$ cat config.mk
export PLATFORM = sky130hd
export DESIGN_NAME = uart_tx_param
export DESIGN_NICKNAME = d
export VERILOG_FILES = /design/src/rtl/uart_tx_param.sv
export SDC_FILE = /design/constraint.sdc
export NUM_CORES = 1
export LEC_CHECK = 0
export ABC_AREA = 1
export BUFFER_PORTS_ARGS = -buffer_cell sky130_fd_sc_hd__buf_2
export CAP_MARGIN = 15
export CORE_UTILIZATION = 34
export DETAILED_ROUTE_END_ITERATION = 10
export PLACE_DENSITY_LB_ADDON = 0.1
export REMOVE_ABC_BUFFERS = 1
export SETUP_SLACK_MARGIN = 0.3
export SYNTH_ARGS = -nofsm -noshare
export SYNTH_HDL_FRONTEND = slang
export SYNTH_SLANG_ARGS = --single-unit
$ cat constraint.sdc
create_clock -name clk -period 6.4 [get_ports clk]
set_clock_uncertainty 0.2 [all_clocks]
set_input_delay 0.64 -clock clk [delete_from_list [all_inputs] [get_ports clk]]
set_output_delay 0.64 -clock clk [all_outputs]
set_load 0.01 [all_outputs]
$ cat src/rtl/uart_tx_param.sv
// uart_tx_param: FIFO-buffered UART transmitter with configurable data bits, oversampling and stop bits.
// Define UART_TX_PARITY_EN to insert one parity bit between the data and stop bits.
module uart_tx_param #(
  parameter int DATA_BITS  = 8,
  parameter int OVERSAMPLE = 16,
  parameter int STOP_BITS  = 1,
  parameter int FIFO_DEPTH = 4
) (
  input  logic                 clk,
  input  logic                 reset,
  input  logic                 s_tick,
  input  logic                 wr_en,
  input  logic [DATA_BITS-1:0] wr_data,
  input  logic                 parity_odd,
  output logic                 full,
  output logic                 empty,
  output logic                 overflow,
  output logic                 busy,
  output logic                 tx_done_tick,
  output logic                 tx
);

  localparam int AW = $clog2(FIFO_DEPTH);
  localparam int TW = $clog2(STOP_BITS * OVERSAMPLE);
  localparam int BW = $clog2(DATA_BITS);

  localparam logic [TW-1:0] BIT_LAST  = TW'(OVERSAMPLE - 1);
  localparam logic [TW-1:0] STOP_LAST = TW'(STOP_BITS * OVERSAMPLE - 1);
  localparam logic [BW-1:0] DATA_LAST = BW'(DATA_BITS - 1);
  localparam logic [AW:0]   DEPTH_CNT = (AW + 1)'(FIFO_DEPTH);

  typedef enum logic [2:0] {
    IDLE,
    START,
    DATA,
`ifdef UART_TX_PARITY_EN
    PARITY,
`endif
    STOP
  } state_t;

  // ---------------------------------------------------------------- FIFO
  logic [DATA_BITS-1:0] mem [FIFO_DEPTH];
  logic [AW-1:0]        wr_ptr, rd_ptr;
  logic [AW:0]          count, count_n;
  logic                 push, pop;

  // A full FIFO rejects the write even when a pop frees a slot this cycle.
  assign push = wr_en && !full;

  always_comb begin
    count_n = count;
    case ({push, pop})
      2'b10:   count_n = count + 1'b1;
      2'b01:   count_n = count - 1'b1;
      default: count_n = count;
    endcase
  end

  // NOTE: the storage array has no reset; clearing the pointers and count is
  // enough to discard its contents, and leaving it reset-free keeps it RAM-mappable.
  always_ff @(posedge clk) begin
    if (push) mem[wr_ptr] <= wr_data;
  end

  always_ff @(posedge clk or posedge reset) begin
    if (reset) begin
      wr_ptr   <= '0;
      rd_ptr   <= '0;
      count    <= '0;
      full     <= 1'b0;
      empty    <= 1'b1;
      overflow <= 1'b0;
    end else begin
      if (push) wr_ptr <= wr_ptr + 1'b1;
      if (pop)  rd_ptr <= rd_ptr + 1'b1;
      count    <= count_n;
      full     <= (count_n == DEPTH_CNT);
      empty    <= (count_n == '0);
      overflow <= wr_en && full;
    end
  end

  // ----------------------------------------------------------- serializer
  state_t               state, state_n;
  logic [TW-1:0]        tick, tick_n;
  logic [BW-1:0]        bit_cnt, bit_n;
  logic [DATA_BITS-1:0] shreg, shreg_n;
  logic                 tx_n;
`ifdef UART_TX_PARITY_EN
  logic                 par, par_n;
`else
  logic                 unused_parity_odd;
  assign unused_parity_odd = parity_odd;
`endif

  assign busy = (state != IDLE);

  // NOTE: every signal driven here gets its default first, so no path through
  // the case statement can leave a value unassigned and infer a latch.
  always_comb begin
    state_n      = state;
    tick_n       = tick;
    bit_n        = bit_cnt;
    shreg_n      = shreg;
    tx_n         = tx;
    pop          = 1'b0;
    tx_done_tick = 1'b0;
`ifdef UART_TX_PARITY_EN
    par_n        = par;
`endif
    case (state)
      IDLE: begin
        if (!empty) begin
          pop     = 1'b1;
          shreg_n = mem[rd_ptr];
`ifdef UART_TX_PARITY_EN
          par_n   = (^mem[rd_ptr]) ^ parity_odd;
`endif
          tick_n  = '0;
          bit_n   = '0;
          tx_n    = 1'b0;
          state_n = START;
        end
      end
      START: begin
        if (s_tick) begin
          if (tick == BIT_LAST) begin
            tick_n  = '0;
            tx_n    = shreg[0];
            state_n = DATA;
          end else begin
            tick_n = tick + 1'b1;
          end
        end
      end
      DATA: begin
        if (s_tick) begin
          if (tick == BIT_LAST) begin
            tick_n  = '0;
            shreg_n = shreg >> 1;
            if (bit_cnt == DATA_LAST) begin
`ifdef UART_TX_PARITY_EN
              tx_n    = par;
              state_n = PARITY;
`else
              tx_n    = 1'b1;
              state_n = STOP;
`endif
            end else begin
              bit_n = bit_cnt + 1'b1;
              tx_n  = shreg[1];
            end
          end else begin
            tick_n = tick + 1'b1;
          end
        end
      end
`ifdef UART_TX_PARITY_EN
      PARITY: begin
        if (s_tick) begin
          if (tick == BIT_LAST) begin
            tick_n  = '0;
            tx_n    = 1'b1;
            state_n = STOP;
          end else begin
            tick_n = tick + 1'b1;
          end
        end
      end
`endif
      STOP: begin
        if (s_tick) begin
          if (tick == STOP_LAST) begin
            tick_n       = '0;
            tx_done_tick = 1'b1;
            state_n      = IDLE;
          end else begin
            tick_n = tick + 1'b1;
          end
        end
      end
      default: state_n = IDLE;
    endcase
  end

  // NOTE: sequential state uses non-blocking assignments so every flop samples
  // the pre-edge values no matter how the simulator orders the processes.
  always_ff @(posedge clk or posedge reset) begin
    if (reset) begin
      state   <= IDLE;
      tick    <= '0;
      bit_cnt <= '0;
      shreg   <= '0;
      tx      <= 1'b1;
`ifdef UART_TX_PARITY_EN
      par     <= 1'b0;
`endif
    end else begin
      state   <= state_n;
      tick    <= tick_n;
      bit_cnt <= bit_n;
      shreg   <= shreg_n;
      tx      <= tx_n;
`ifdef UART_TX_PARITY_EN
      par     <= par_n;
`endif
    end
  end

endmodule
# After elaboration in Yosys (flattened, before gate mapping)
# Memories as Yosys holds them, arrays and structs flattened.
# Cells that the tools add are included.
# totals
reg_bits	29
latchBits	0
ramBits	32
mem_bits_ro	0
input_bits	13
output_inout_bits	6
wordCells	88
memories	1
# classes
n_addsub	6
multipliers	0
div	0
order_cmp	0
eq_ne	18
shift	0
mux	37
bitwise_logic	0
n_reduce_logical	15
# memory_table
name	depth	word_bits	read_ports	rd_clocked_by_memory_dff	write_ports	line_no	source
mem	4	8	1	0	1	43	logic [DATA_BITS-1:0] mem [FIFO_DEPTH];
# ops
cell	count
$mux 3	12
$mux 8	3
$ne 2x2->1 const B	9
$pmux 8 s2	1
$mux 1	13
$mux 4	3
$pmux 3 s2	2
$pmux 3 s4	1
$pmux 4 s2	1
$reduce_and 8->1	1
$add 3x1->3 const B	2
$eq 3x2->1 const B	2
$eq 3x3->1 const B	2
$logic_not 3->1	2
$reduce_and 6->1	1
$reduce_bool 3->1	2
$reduce_and 5->1	1
$add 2x1->2 const B	2
$add 4x1->4 const B	1
$eq 4x4->1 const B	1
$reduce_and 4->1	1
$reduce_bool 2->1	2
$eq 3x1->1 const B	1
$pmux 1 s3	1
other kinds (8)	9

# Logic depth before layout (Yosys ltp)
# logic_depth
word_depth	5
mapped_depth	13
mapped_depth_nobuf	13

# Worst setup path after synthesis
# Ideal clock, no wire load.
# synth_path
path_type	reg2reg
start	register state[0]
end	register empty
setup_ns	0.067
arrival_ns	2.152
path_slack_ns	3.980
path_stages_with_launch	11
period_less_slack_ns	2.420
path_cell_list	dfrtp_1 -> inv_1 -> ha_1 -> inv_1 -> nor2_1 -> ha_1 -> inv_1 -> fa_1 -> o21ai_0 -> or2_2 -> nor2_1
# synth_between
elab_chain_cells	5
word_cells_on_any_way	6
# synth_rtl
element	line_no	source
start: declaration	85	state_t state, state_n;
start signal: assignment	200	state <= state_n;
$logic_not 3->1 *	112	case (state)
$mux 1 *	112	
$eq 2x1->1 or $eq 2x2->1 (tied branches)	53	case ({push, pop})
$pmux 3 s2 *	53	
net count_n[1]	45	logic [AW:0] count, count_n;
$logic_not 3->1 *	79	empty <= (count_n == '0);
end signal: assignment	79	
end: declaration	16	output logic empty,
# The timed path passes the listed nets; every way through them passes the cells marked *.
# A chain may end at the register's enable or synchronous reset.

# Final worst setup path
# Same ends and word-level chain as after synthesis.

==> flow_summary_export.csv <==
group,metric,value,unit
outcome,status,"completed",
synth,synth_seq_area_share,0.574,
synth,synth_adder_area_share,0.0630,
clock_network,post-cts-setup-buffers,0,
synth,ys_ff_latch,60,
grt,grt_pass1_vias,1837,
die,die_h,94.3,um
worst_hold_path,hold_class,"in -> async",
cells_and_area,fin_nets,352,
clock_network,ctsHoldBuffers,0,
timing,maxSlewViolCount,0,
synth,synth_top_family_by_area,"simple AND/OR/NAND/NOR gates",
clock_network,cts_buffers,9,
setup_path,end_kind,"flop",
setup_path,crit_arrival,2710,ps
route,drt_first_pass_iters,4,
timing,period_share,0.413,
cells_and_area,area_delta_synth_final,12.5,%
synth,ys_types,28,
setup_path,critPathMaxFanout,4,
grt,grt_max_degree,29,
pwr,powerDensity,477,nW/um2
die,ios,19,
route,wl_per_cell,12.4,um
synth,syn_area,2900,um2
timing,period_minus_slack,2640,ps
setup_path,cp-start-kind,"flop",
timing,rsz0062_at_grt,"no",
synth,synth_compound_area_frac,0.0371,
clock_network,root_buffer,"clkbuf_8",
placement,preCtsSetupSlack,3790,ps
die,initial_core_util,0.353,
die,fp-row-count,33,
route,ant_nets,0,
synth,muxShareOfSynthArea,0,
timing,fin_ws,3760,ps
clock_network,cts_max_path_buffers,2,
route,vias,1899,
timing,maxSlewHeadroom,0.412,
route,drc_errors,0,
placement,port_buffers,17,
grt,overflow,0,
grt,grt_usage,0.138,
job,max_cap_viol_count,0,
timing,worst_pin_slew,882,ps
pwr,leakage,1.55,nW
clock_network,clk_pin_slew_worst_paths,80,ps
setup_path,crit_type,"reg -> reg",
pwr,ir_drop,170,uV
timing,max_freq,378,MHz
clock_network,numClockSinks,60,
die,die-area,8900,um2
route,wl,5380,um
clock_network,cts_tree,"built",
clock_network,cts_max_level,3,
grt,antenna_found_initial,0,
grt,grt_first_pass_wirelength,9020,um
synth,synthSimpleGateAreaFrac,0.231,
timing,finalHoldViolations,0,
die,core,8220,um2
route,drt-initial-drc-count,84,
cells_and_area,antenna_cells,0,
clock_network,cts_resized,0,
cells_and_area,final_layout_size_suffix_gt1_frac,0.167,
timing,setup_viol,0,
die,die_w,94.3,um
placement,dp_hpwl,3580,um
route,vias_per_cell,4.37,
synth,ys_warn_count,0,
placement,gp_congestion,0.719,
clock_network,insertion_delay,330,ps
synth,synth-xor-area-share,0.0211,
synth,syn-instance-count,302,
timing,fin_tns_setup,0,ps
setup_path,crit_required,6460,ps
synth,synth.avg_cell_area,9.60,um2
-- registers in the layout, summed over array words and instances, names as in the netlist, 2 cells and up --
name	cells
mem	32
shreg	8
tick	4
bit_cnt	3
count	3
rd_ptr	2
state	2
wr_ptr	2
-- cells in the mapped netlist --
library cell	number	area share
a21oi_1	1	0.0017
a21oi_2	1	0.0030
buf_2	4	0.0069
buf_8	1	0.0052
clkbuf_2	1	0.0017
dfrtp_1	26	0.22
dfstp_2	2	0.018
edfxtp_1	32	0.33
fa_1	1	0.0069
ha_1	13	0.056
inv_1	42	0.054
inv_2	4	0.0052
nand2_1	69	0.089
nand2_4	1	0.0039
nand3_1	21	0.036
nand3_4	2	0.012
nand4_1	2	0.0043
nor2_1	40	0.052
nor2_2	3	0.0065
nor2_4	2	0.0078
nor3_1	1	0.0017
nor3b_1	1	0.0026
o21ai_0	16	0.028
o22ai_1	1	0.0022
o31ai_1	1	0.0026
or2_2	7	0.015
xnor2_1	2	0.0060
xor2_1	5	0.015
-- final timing paths --
check	startpoint	to	slack, ps	cells past startpoint
min in group clk	tx	tx	280	2
max in group asynchronous	reset	tx	5520	3
hold reg to reg	tx	tx	280	2
setup / recovery	state[0]	empty	3760	10
hold / removal	reset	shreg[4]	170	3
setup reg to reg	state[0]	empty	3760	10
-- cell usage in the layout (no fill, tap or decap), types with 3 or more instances in the layout --
cell	n
nand2_1	69
inv_1	42
nand3_1	21
or2_2	7
clkinv_4	3
dfrtp_1	26
buf_2	17
nor2_2	3
xor2_1	5
nor2_1	40
ha_1	13
clkbuf_8	9
edfxtp_1	32
o21ai_0	16
inv_2	4
-- report_power, final --
group	total (W)	switching, W	internal (W)
clock	0.000302	0.000159	0.000144
sequential	0.000618	0.0000843	0.000534
combinational	0.000636	0.000407	0.000230
total	0.00156	0.000650	0.000907
-- critical path: stages, from the launching register on --
cell     delay [ps]
dfrtp_1         420
inv_1           110
ha_1            200
inv_1            80
nor2_1          230
ha_1            230
inv_1            70
fa_1            490
o21ai_0          90
or2_2           320
nor2_1          120
-- routing by layer --
| layer | track usage | up-vias | wire (um) |
|---|---|---|---|
| met2 | 0.200 | 20 | 2410 |
| met4 | 0.0769 | 0 | 114 |
| met1 | 0.194 | 867 | 2740 |
| met3 | 0.0242 | 10 | 118 |
| met5 | 0 | - | 0 |
| li1 | - | 1002 | - |
-- cell families after synthesis --
family / after synthesis
flops: 60
buf+inv: 52
simple gates: 149
compound gates: 20
xor+xnor: 7
fa+ha+maj: 14
-- layout make-up --
type | count | area (um2)
Fill cell | 819 | 4960
Timing Repair Buffer | 18 | 92.6
Sequential cell | 60 | 1660
Tap cell | 105 | 131
Inverter | 46 | 173
Clock inverter | 6 | 50.0
Clock buffer | 10 | 128
Multi-Input combinational cell | 190 | 1020
-- per-stage QoR --
stage               cells  utilization  cell area [um2]  total power [W]  hold slack (ps)
detailed placement    419        0.375             3080          0.00127              259
floorplan             296            -             2860          0.00110              241
finish                435        0.397             3260          0.00156              168
CTS                   435        0.397             3260          0.00159              169
global placement      419        0.375             3080          0.00126              256
global route          435        0.397             3260          0.00171              205
Note: power is estimated with default switching activity, not from simulation.
